<file path="config.mk">
export PLATFORM = sky130hd
export DESIGN_NAME = multicycle_controller
export DESIGN_NICKNAME = d
export VERILOG_FILES = /design/src/rtl/multicycle_controller.sv
export SDC_FILE = /design/constraint.sdc
export NUM_CORES = 1
export LEC_CHECK = 0
export BUFFER_PORTS_ARGS = -buffer_cell sky130_fd_sc_hd__buf_2
export CORE_MARGIN = 3
export CORE_UTILIZATION = 48
export CTS_BUF_LIST = sky130_fd_sc_hd__clkbuf_8 sky130_fd_sc_hd__clkbuf_16
export CTS_CLUSTER_DIAMETER = 60
export DETAILED_ROUTE_END_ITERATION = 8
export PLACE_DENSITY = 0.86
export SLEW_MARGIN = 5
export SYNTH_ARGS = -nofsm -noshare
export SYNTH_HDL_FRONTEND = slang
export SYNTH_SLANG_ARGS = --single-unit
</file>
<file path="constraint.sdc">
create_clock -name clk -period 2.6 [get_ports clk]
set_input_delay 0.13 -clock clk [delete_from_list [all_inputs] [get_ports clk]]
set_output_delay 0.13 -clock clk [all_outputs]
set_load 0.005 [all_outputs]
</file>
<file path="src/rtl/multicycle_controller.sv">
// Multicycle RISC-V style control FSM: Moore state register plus decoded datapath controls.
module multicycle_controller (
    input  logic       clk,
    input  logic       rst_n,
    input  logic [6:0] opcode,
    input  logic       BranchTaken,
    input  logic       MemReady,
    output logic       PCWrite,
    output logic       IRWrite,
    output logic       AdrSrc,
    output logic       MemRead,
    output logic       MemWrite,
    output logic       RegWrite,
    output logic [1:0] ALUSrcA,
    output logic [1:0] ALUSrcB,
    output logic [1:0] ResultSrc,
    output logic [2:0] ImmSrc,
    output logic [1:0] ALUOp,
    output logic [3:0] State,
    output logic       InstrRetired,
    output logic       IllegalInstr
);

    localparam int unsigned STATE_W = 4;

    typedef enum logic [STATE_W-1:0] {
        S_FETCH    = 4'd0,
        S_DECODE   = 4'd1,
        S_MEMADR   = 4'd2,
        S_MEMREAD  = 4'd3,
        S_MEMWB    = 4'd4,
        S_MEMWRITE = 4'd5,
        S_EXECR    = 4'd6,
        S_EXECI    = 4'd7,
        S_ALUWB    = 4'd8,
        S_BRANCH   = 4'd9,
        S_JAL      = 4'd10,
        S_JALR     = 4'd11,
        S_LINK     = 4'd12,
        S_UPPER    = 4'd13,
        S_TRAP     = 4'd14
    } state_t;

    localparam logic [6:0] OP_LOAD   = 7'b0000011;
    localparam logic [6:0] OP_STORE  = 7'b0100011;
    localparam logic [6:0] OP_RTYPE  = 7'b0110011;
    localparam logic [6:0] OP_ITYPE  = 7'b0010011;
    localparam logic [6:0] OP_BRANCH = 7'b1100011;
    localparam logic [6:0] OP_JAL    = 7'b1101111;
    localparam logic [6:0] OP_JALR   = 7'b1100111;
    localparam logic [6:0] OP_AUIPC  = 7'b0010111;
    localparam logic [6:0] OP_LUI    = 7'b0110111;

    state_t state_q;
    state_t state_next;
    logic   illegal_q;

    // State register; reset lands in FETCH without waiting for a clock.
    always_ff @(posedge clk or negedge rst_n) begin
        if (!rst_n) begin
            state_q <= S_FETCH;
        end else begin
            state_q <= state_next;
        end
    end

    // Illegal-instruction flag: set on the edge that enters TRAP, held until reset.
    always_ff @(posedge clk or negedge rst_n) begin
        if (!rst_n) begin
            illegal_q <= 1'b0;
        end else if (state_next == S_TRAP) begin
            illegal_q <= 1'b1;
        end
    end

    // Next-state and control decode; every control defaults to 0.
    always_comb begin
        state_next   = state_q;
        PCWrite      = 1'b0;
        IRWrite      = 1'b0;
        AdrSrc       = 1'b0;
        MemRead      = 1'b0;
        MemWrite     = 1'b0;
        RegWrite     = 1'b0;
        ALUSrcA      = 2'b00;
        ALUSrcB      = 2'b00;
        ResultSrc    = 2'b00;
        ImmSrc       = 3'b000;
        ALUOp        = 2'b00;
        InstrRetired = 1'b0;
        case (state_q)
            S_FETCH: begin
                MemRead = 1'b1;
                if (MemReady) begin
                    IRWrite    = 1'b1;
                    PCWrite    = 1'b1;
                    ALUSrcB    = 2'b10;
                    ResultSrc  = 2'b10;
                    state_next = S_DECODE;
                end
            end
            S_DECODE: begin
                // Branch/jump target OldPC+imm is precomputed here into ALUOut.
                ALUSrcA = 2'b01;
                ALUSrcB = 2'b01;
                ImmSrc  = (opcode == OP_JAL) ? 3'b011 : 3'b010;
                case (opcode)
                    OP_LOAD, OP_STORE: state_next = S_MEMADR;
                    OP_RTYPE:          state_next = S_EXECR;
                    OP_ITYPE:          state_next = S_EXECI;
                    OP_BRANCH:         state_next = S_BRANCH;
                    OP_JAL:            state_next = S_JAL;
                    OP_JALR:           state_next = S_JALR;
                    OP_AUIPC, OP_LUI:  state_next = S_UPPER;
                    default:           state_next = S_TRAP;
                endcase
            end
            S_MEMADR: begin
                ALUSrcA    = 2'b10;
                ALUSrcB    = 2'b01;
                ImmSrc     = (opcode == OP_LOAD) ? 3'b000 : 3'b001;
                state_next = (opcode == OP_LOAD) ? S_MEMREAD : S_MEMWRITE;
            end
            S_MEMREAD: begin
                MemRead = 1'b1;
                AdrSrc  = 1'b1;
                if (MemReady) state_next = S_MEMWB;
            end
            S_MEMWB: begin
                ResultSrc    = 2'b01;
                RegWrite     = 1'b1;
                InstrRetired = 1'b1;
                state_next   = S_FETCH;
            end
            S_MEMWRITE: begin
                MemWrite = 1'b1;
                AdrSrc   = 1'b1;
                if (MemReady) begin
                    InstrRetired = 1'b1;
                    state_next   = S_FETCH;
                end
            end
            S_EXECR: begin
                ALUSrcA    = 2'b10;
                ALUOp      = 2'b10;
                state_next = S_ALUWB;
            end
            S_EXECI: begin
                ALUSrcA    = 2'b10;
                ALUSrcB    = 2'b01;
                ALUOp      = 2'b10;
                state_next = S_ALUWB;
            end
            S_ALUWB: begin
                RegWrite     = 1'b1;
                InstrRetired = 1'b1;
                state_next   = S_FETCH;
            end
            S_BRANCH: begin
                ALUSrcA      = 2'b10;
                ALUOp        = 2'b01;
                PCWrite      = BranchTaken;
                InstrRetired = 1'b1;
                state_next   = S_FETCH;
            end
            S_JAL: begin
                // PC takes the DECODE target while the ALU forms OldPC+4 for rd.
                PCWrite    = 1'b1;
                ALUSrcA    = 2'b01;
                ALUSrcB    = 2'b10;
                state_next = S_ALUWB;
            end
            S_JALR: begin
                ALUSrcA    = 2'b10;
                ALUSrcB    = 2'b01;
                ResultSrc  = 2'b10;
                PCWrite    = 1'b1;
                state_next = S_LINK;
            end
            S_LINK: begin
                ALUSrcA      = 2'b01;
                ALUSrcB      = 2'b10;
                ResultSrc    = 2'b10;
                RegWrite     = 1'b1;
                InstrRetired = 1'b1;
                state_next   = S_FETCH;
            end
            S_UPPER: begin
                ALUSrcA    = (opcode == OP_LUI) ? 2'b11 : 2'b01;
                ALUSrcB    = 2'b01;
                ImmSrc     = 3'b100;
                state_next = S_ALUWB;
            end
            S_TRAP: begin
                state_next = S_TRAP;
            end
            default: begin
                state_next = S_FETCH;
            end
        endcase
    end

    assign State        = STATE_W'(state_q);
    assign IllegalInstr = illegal_q;

endmodule
</file>
After elaboration in Yosys (flattened, before gate mapping)
Index checks and enable logic that the tools add are counted.

storage, ports and cells
  bits in registers = 5
  input port bits = 11
  output and inout port bits = 23
  word-level logic and storage cells = 64

cells by class
  eq/ne operators = 24
  mux-type cells = 23
  reduce and logical (&&, ||, !) cells = 15

operators by type and width
  kind                                           number
  == test 4 bit, second input constant           8
  one-hot mux 4 bit (8 select lines)             1
  one-hot mux 4 bit (7 select lines)             1
  == test 7 x 6 -> 1 bit, second input constant  3
  == test 7 bit, second input constant           3
  one-hot mux 2 bit (3 select lines)             3
  == test 4 x 3 -> 1 bit, second input constant  4
  OR reduction 2 bit                             8
  == test 7 x 5 -> 1 bit, second input constant  2
  two-way mux 4 bit                              3
  OR reduction 5 bit                             2
  one-hot mux 3 bit (3 select lines)             1
  == test 4 x 2 -> 1 bit, second input constant  2
  two-way mux 1 bit                              8
  OR reduction 4 bit                             2
  == test 7 x 2 -> 1 bit, second input constant  1
  OR reduction 3 bit                             2
  == test 4 x 1 -> 1 bit, second input constant  1
  logical NOT 4 bit                              1
  two-way mux 2 bit                              2
  one-hot mux 2 bit (2 select lines)             1
  two-way mux 3 bit                              1
  one-hot mux 1 bit (3 select lines)             1
  one-hot mux 1 bit (2 select lines)             1

Longest topological paths before layout
Gate-level depths: netlist of run 1.

  depth after elaboration = 5
  gate-level depth with buffers = 6
  mapped depth without buffers = 5

Least setup slack after synthesis of run 1
No wires, ideal clock.

  kind = reg2reg
  from = register state_q[0], in the netlist State[0]
  to = register illegal_q, in the netlist IllegalInstr
  library setup time = 0.120 ns
  arrival time = 1.626 ns
  data required time = 2.480 ns
  setup slack = 0.854 ns
  cell stages (with the launch flop) = 7
  buffers on the path = 1
  clock period less this slack = 1.746 ns
  path through = dfrtp_1 buf_2 and2b_2 nand2_2 nor4_1 or4_4 a41o_1

on the way
  word-level cells in the longest chain between the ends = 4
  elaborated cells on any way between the ends = 17
  classes of those cells = eq/ne (11); mux (4); reduce/logical (2)

ends and longest elaborated chain
  element                                                         RTL line  text
  from (decl)                                                     54        state_t state_q;
  from (signal assigned)                                          63        state_q <= state_next;
  == test 4 bit / == test 4 x 3 -> 1 bit (equally long branches)  91        case (state_q)
  OR reduction 4 bit (no line)                                    -
  one-hot mux 4 bit (8 select lines) *                            91
  via state_next[2]                                               55        state_t state_next;
  == test 4 bit *                                                 71        end else if (state_next == S_TRAP) begin
  to (signal assigned)                                            70        illegal_q <= 1'b0;
  to (signal assigned)                                            72        illegal_q <= 1'b1;
  to (decl)                                                       56        logic illegal_q;

The timed path passes the listed nets; every way through them passes the cells marked *.
A chain may end at the register's enable or synchronous reset.

Final worst setup path of run 1
  from = register state_q[2], in the netlist State[2]
  to = register illegal_q, in the netlist IllegalInstr

The elaborated chain is that of the path after synthesis.

==> results.sh, run 1 <==
export IMPL_fin_crit_ps=1956
export IMPL_period_share=0.7524
export IMPL_end_kind="register"
export IMPL_slew_limit_headroom=0.6085
export IMPL_wl_per_cell_um=12.74
export IMPL_yosysMostFrequentCell="nand2_1"
export IMPL_cts_sinks=5
export IMPL_clockBufferDepth=2
export IMPL_fin_skew_ps=1.383
export IMPL_yosys_area_top_type_share=0.1866
export IMPL_max_cap_viol_count=0
export IMPL_setup_tns_ps=0
export IMPL_total_power_mw=0.9254
export IMPL_grt_pass1_wl_mm=2.849
export IMPL_reg2regPathDepth=5
export IMPL_cts_setup_buffers=0
export IMPL_post_cts_resized=0
export IMPL_p_per_area_mw_per_mm2=1057
export IMPL_vdd_drop_max_uv=766.6
export IMPL_io_buffers=33
export IMPL_critPathLaunchType="register"
export IMPL_synth_seq_cells=5
export IMPL_reg2reg_from="State[2]$_DFF_PN0_"
export IMPL_ant_nets=0
export IMPL_rsz0062_at_grt="no"
export IMPL_drtIter0Drc=27
export IMPL_first_pass_iters=4
export IMPL_ys_types=39
export IMPL_start_util=0.5583
export IMPL_root_buffer="clkbuf_8"
export IMPL_regArea_um2=125.1
export IMPL_slew_viol_final=0
export IMPL_synth_edf_count=0
export IMPL_synth_async_reset_ratio=1.000
export IMPL_multiInputGateArea_um2=481.7
export IMPL_final_net_count=142
export IMPL_clk_latency_ps=230
export IMPL_syn_inst=99
export IMPL_final_setup_viol_count=0
export IMPL_area_growth_syn_to_layout_pct=30.60
export IMPL_hold_viol=0
export IMPL_cts_tree="yes"
export IMPL_yosys_area_top_type="dfrtp_1"
export IMPL_groute_usage_overall=0.1990
export IMPL_rrSetupSlack_ps=640
export IMPL_synthTopCellsByCount="nand2_1 (14), nor2_1 (10), a21oi_1 (8)"
export IMPL_post_route_drc_count=0
export IMPL_grt_pass1_vias=670
export IMPL_hpwlAfterDp_mm=1.360
export IMPL_fp_dieW_um=43.38
export IMPL_overflow=0
export IMPL_synthesis_nets=110
export IMPL_cts_htree_levels=1
export IMPL_diodes=0
export IMPL_tightest_slew_ps=587.3
export IMPL_cts_buffers_inserted=3
export IMPL_crit_path_max_fanout=17
export IMPL_clkTransAtPathRegs_ps=40
export IMPL_die_y_um=43.38
export IMPL_ys_flop_type="dfrtp_1"
export IMPL_crit_arrival_ps=2070
export IMPL_antenna_found_initial=0
export IMPL_wirelength_mm=1.835
export IMPL_die_area_mm2=0.001882
export IMPL_status="finished, final reports clean"
export IMPL_ys_top_cells_by_area="dfrtp_1 (19%), nand2_1 (7.8%), a21oi_1 (6.0%), nor2_1 (5.6%), nand3b_1 (4.5%)"
export IMPL_yosys_warnings=0
export IMPL_grt_max_degree=25
export IMPL_fill_cells=105
export IMPL_postSynthAreaPerCell_um2=6.774
export IMPL_synth_area_um2=670.6
export IMPL_vias_per_cell=5.715
export IMPL_crit_type="register to register"
export IMPL_core_area_mm2=0.001201
export IMPL_place_congestion=0.7879
export IMPL_synth_seq_area_share=0.1866
export IMPL_io_pins=34
export IMPL_fmax_ghz=0.5112
export IMPL_final_util=0.7292
export IMPL_cp_required_ps=2710
export IMPL_drive_above_1_share=0.3615
export IMPL_rows=12
export IMPL_p_leak_nw=0.4780
export IMPL_vias=823
export IMPL_r2r_end="IllegalInstr$_DFFE_PN0N_"
export IMPL_min_path_type="input pin to async pin"
export IMPL_cts_hold_buf=1
==> power breakdown <==
part / internal, mW / switching [mW] / total, mW
sequential: 0.109 / 0.0973 / 0.207
combinational: 0.267 / 0.305 / 0.573
clock: 0.103 / 0.0427 / 0.146
total: 0.480 / 0.445 / 0.925
==> critical path, stage by stage (launching register included) <==
cell and delay, ps:
dfrtp_1 710, inv_2 150, nand2_1 140, o21ai_1 110
or4_4 490, a41o_1 240
==> cell families (layout without fill, tap and decap cells) <==
group           after synthesis  count (layout)  synth area share
xor+xnor                      3               3           0.03919
simple gates                 51              51            0.4198
mux                           1               1           0.01493
compound gates               25              25            0.2444
flops                         5               5            0.1866
buf+inv                      14              45           0.09515
==> worst max path at each step <==
stage / startpoint / cells after the start / to
finish: State[2]$_DFF_PN0_ / 5 / IllegalInstr$_DFFE_PN0N_
global route: State[2]$_DFF_PN0_ / 5 / IllegalInstr$_DFFE_PN0N_
CTS: State[0]$_DFF_PN0_ / 5 / IllegalInstr$_DFFE_PN0N_
detailed placement: State[0]$_DFF_PN0_ / 5 / IllegalInstr$_DFFE_PN0N_
global placement: State[0]$_DFF_PN0_ / 5 / IllegalInstr$_DFFE_PN0N_
floorplan: State[0]$_DFF_PN0_ / 6 / IllegalInstr$_DFFE_PN0N_
==> state kept, by name, summed over array words and instances, names as in the netlist <==
signal        count
State             4
IllegalInstr      1
==> layout make-up <==
type | instances | area share
clock buffer | 3 | 0.04714
multi-input combinational | 80 | 0.5500
tap | 14 | 0.02000
inverter | 6 | 0.02571
sequential | 5 | 0.1429
timing repair buffer | 35 | 0.2086
clock inverter | 1 | 0.005714
==> per-stage QoR <==
step / cell area [µm²] / setup slack (ps) / hold slack [ps] / instances
final: 875.8 / 643.8 / 265.9 / 144
after global routing: 875.8 / 515.5 / 264.2 / 144
after CTS: 875.8 / 671.4 / 255.3 / 144
after detailed placement: 819.5 / 683.2 / -50.67 / 139
after global placement: 819.5 / 704.3 / -55.37 / 139
after floorplan: 670.6 / 854.1 / -165.6 / 99
==> metal layers <==
layer / wire length (µm) / global-route usage / up-vias
li1: - / - / 416
met2: 855 / 0.3156 / 39
met5: 0 / 0 / -
met4: 42 / 0.1145 / 0
met3: 146 / 0.03320 / 5
met1: 791 / 0.2525 / 363
==> cell usage in the layout, fill, tap and decap left out, drive strengths merged, types with 2 or more instances in the layout <==
master,netlist,layout
a21o,2,2
inv,6,6
nor2,11,11
dfrtp,5,5
xor2,2,2
and2b,2,2
a31oi,2,2
and3,3,3
nand3b,4,4
nand3,3,3
nand2,15,15
buf,6,34
nand2b,3,3
clkbuf,2,3
o21ai,5,5
nor3,4,4
a21oi,8,8
nor4,3,3
(Power assumes the default switching activity.)
==> run 2, diff against run 1 <==
--- a/config.mk
+++ b/config.mk
@@ -5,13 +5,14 @@
 export SDC_FILE = /design/constraint.sdc
 export NUM_CORES = 1
 export LEC_CHECK = 0
+export ABC_AREA = 1
 export BUFFER_PORTS_ARGS = -buffer_cell sky130_fd_sc_hd__buf_2
 export CORE_MARGIN = 3
-export CORE_UTILIZATION = 48
+export CORE_UTILIZATION = 40
 export CTS_BUF_LIST = sky130_fd_sc_hd__clkbuf_8 sky130_fd_sc_hd__clkbuf_16
 export CTS_CLUSTER_DIAMETER = 60
 export DETAILED_ROUTE_END_ITERATION = 8
-export PLACE_DENSITY = 0.86
+export PLACE_DENSITY = 0.77
 export SLEW_MARGIN = 5
 export SYNTH_ARGS = -nofsm -noshare
 export SYNTH_HDL_FRONTEND = slang
==> constraint.sdc (replaced) <==
create_clock -name clk -period 1.6 [get_ports clk]
set_input_delay 0.08 -clock clk [delete_from_list [all_inputs] [get_ports clk]]
set_output_delay 0.08 -clock clk [all_outputs]
set_load 0.005 [all_outputs]
==> run 2 against run 1 <==
Compared with the run above:
- utilization is 8.3 points lower
- largest cell class unchanged
- count of clock-buffer cells in the layout is the same
- sequential power rose by 28%
- global-route usage decreased by 1.6 points
- synthesized cell count is 20% higher
- final area grew 4.4%
- die area up 15%
- power up 59%
- synthesized area fell by 2.2%
- critical path depth grew 1
- critical path type is now register to output port
- hold slack worse by 61 ps
==> results.sh, run 2 <==
export IMPL_pre_cts_ws_ps=195.9
export IMPL_reg2reg_from="State[3]$_DFF_PN0_"
export IMPL_clockBufferDepth=2
export IMPL_start_util=0.4633
export IMPL_fp_dieW_um=46.49
export IMPL_crit_arrival_ps=1420
export IMPL_drtIter0Drc=29
export IMPL_r2r_end="IllegalInstr$_DFFE_PN0N_"
export IMPL_critical_path_cell_chain="nor2_4, inv_2, nor2_8, inv_2, o22ai_1, buf_2"
export IMPL_yosys_warnings=0
export IMPL_wirelength_mm=1.852
export IMPL_min_path_type="input pin to async pin"
export IMPL_synth_seq_area_share=0.1908
export IMPL_die_area_mm2=0.002161
export IMPL_synthTopCellsByCount="nand2_1 (31), nor2_1 (23), inv_1 (17)"
export IMPL_reg2regPathDepth=9
export IMPL_largest_reg_flops=4
export IMPL_ys_top_cells_by_area="dfrtp_1 (19%), nand2_1 (18%), nor2_1 (13%), inv_1 (9.7%), nand3_1 (8.4%)"
export IMPL_yosys_area_top_type="dfrtp_1"
export IMPL_placed_cell_area_um2=839.6
export IMPL_setup_slack_ps=103.2
export IMPL_grt_pass1_vias=704
export IMPL_rrSetupSlack_ps=210
export IMPL_vias_per_cell=5.110
export IMPL_cts_htree_levels=1
export IMPL_max_cap_viol_count=0
export IMPL_p_per_area_mw_per_mm2=1608
export IMPL_first_pass_iters=4
export IMPL_root_buffer="clkbuf_8"
export IMPL_path_common_cell="inv_2"
export IMPL_groute_usage_overall=0.1825
export IMPL_synth_top_family_by_area="simple AND/OR/NAND/NOR gates"
export IMPL_hold_viol=0
export IMPL_rsz0062_at_grt="no"
export IMPL_crit_type="register to output port"
export IMPL_cp_required_ps=1520
export IMPL_tightest_slew_ps=365.0
export IMPL_cts_buffers_inserted=3
export IMPL_critPathLaunchType="register"
export IMPL_final_cell_mix="buf_2 (33), nand2_1 (30), nor2_1 (23), inv_1 (18), nand3_1 (11)"
export IMPL_fin_crit_ps=1497
export IMPL_place_inst=167
export IMPL_synth_area_um2=655.6
export IMPL_post_route_drc_count=0
export IMPL_overflow=0
export IMPL_core_area_mm2=0.001415
export IMPL_synth_edf_count=0
export IMPL_area_growth_syn_to_layout_pct=39.50
export IMPL_syn_inst=119
export IMPL_antenna_found_initial=0
export IMPL_final_setup_viol_count=0
export IMPL_slew_limit_headroom=0.7548
export IMPL_place_congestion=0.8867
export IMPL_final_cell_area_um2=914.6
export IMPL_io_pins=34
export IMPL_final_util=0.6463
export IMPL_p_leak_nw=0.5704
export IMPL_total_power_mw=1.470
export IMPL_grt_pass1_wl_mm=2.898
export IMPL_synth_simple_gate_area_frac=0.5878
export IMPL_die_y_um=46.49
export IMPL_vias=879
export IMPL_wl_per_cell_um=10.77
export IMPL_slew_viol_final=0
export IMPL_final_common_cell="buf_2"
export IMPL_synth_compound_area_frac=0.1011
export IMPL_synthAdderAreaFrac=0
export IMPL_crit_path_max_fanout=7
export IMPL_end_kind="output port"
export IMPL_fin_cells=172
export IMPL_final_net_count=169
export IMPL_synth_async_reset_ratio=1.000
export IMPL_rows=13
export IMPL_cts_setup_buffers=0
export IMPL_ys_flop_type="dfrtp_1"
export IMPL_io_buffers=33
export IMPL_synthXorXnorAreaFrac=0
export IMPL_fmax_ghz=0.6681
export IMPL_cp_slowest_cell="dfrtp_2"
export IMPL_grt_max_degree=8
export IMPL_drive_above_1_share=0.3758
export IMPL_cts_sinks=5
export IMPL_yosys_area_top_type_share=0.1908
export IMPL_ys_types=20
export IMPL_cpPeakStageDelay_ps=450
export IMPL_yosysMostFrequentCell="nand2_1"
export IMPL_muxShareOfSynthArea=0
export IMPL_hpwlAfterDp_mm=1.577
export IMPL_fin_skew_ps=0.3202
export IMPL_postSynthAreaPerCell_um2=5.509
export IMPL_status="finished, final reports clean"
export IMPL_setup_tns_ps=0
export IMPL_vdd_drop_max_uv=1097
export IMPL_diodes=0
export IMPL_synthesis_nets=130
export IMPL_synth_seq_cells=5
export IMPL_clkTransAtPathRegs_ps=30
export IMPL_cts_tree="yes"
export IMPL_period_share=0.9355
export IMPL_clk_latency_ps=220
export IMPL_startpoint="State[3]$_DFF_PN0_"
export IMPL_ant_nets=0
export IMPL_hold_ws_ps=205.4
run 2: cell types whose count changed in the layout (fill, tap and decap cells not counted), moves of 4 or more:
cell     before  now
a21oi_1       8    4
dfrtp_1       5    1
dfrtp_2       0    4
inv_1         4   18
nand2_1      14   30
nand2_2       1    5
nand3_1       3   11
nor2_1       10   23
nor2_2        0    4
run 2: final cells by class:
cell class / count / area [µm²]
flip-flops and latches: 5 / 130.1
fillers: 137 / 500.5
clock buffers: 3 / 41.29
repair buffers: 34 / 175.2
well taps: 15 / 18.77
multi-input cells: 93 / 466.7
clock inverters: 1 / 3.754
inverters: 21 / 78.83
run 2: cells by family after synthesis:
kind of cell | after synthesis
simple gates | 82
compound gates | 11
buf+inv | 21
flops | 5
run 2: power breakdown:
| group | leakage, nW | switching, mW | total (mW) | internal [mW] |
|---|---|---|---|---|
| clock network | 0.0269 | 0.0552 | 0.219 | 0.164 |
| logic | 0.488 | 0.586 | 0.987 | 0.400 |
| registers | 0.0554 | 0.0864 | 0.265 | 0.179 |
| total | 0.570 | 0.728 | 1.47 | 0.742 |
run 2: how the worst max path moves through the flow:
stage	end	slack, ps	depth (start not counted)
2_1_floorplan	IllegalInstr$_DFFE_PN0N_	310	9
3_3_place_gp	IllegalInstr$_DFFE_PN0N_	220	9
3_5_place_dp	IllegalInstr$_DFFE_PN0N_	200	9
4_1_cts	ALUSrcA[1]	40	6
5_1_grt	InstrRetired	20	6
6_report	ImmSrc[0]	100	6
run 2: repair_timing:
item,CTS,global route
setup endpoints to repair,0,3
gates resized for setup,0,7
hold endpoints to repair,5,0
hold buffers,1,0
run 2: worst max-delay path: cells and delay by family (launching register included):
kind            cells  cell delay [ps]
flops               1              450
simple gates        2              340
buf+inv             3              290
compound gates      1              130
run 2: metal layers:
layer / vias up / routed length (µm) / track usage
met1: 387 / 805 / 0.2517
met3: 2 / 192 / 0.01563
met2: 43 / 835 / 0.2912
li1: 447 / - / -
met5: - / 0 / 0
met4: 0 / 17 / 0.06818
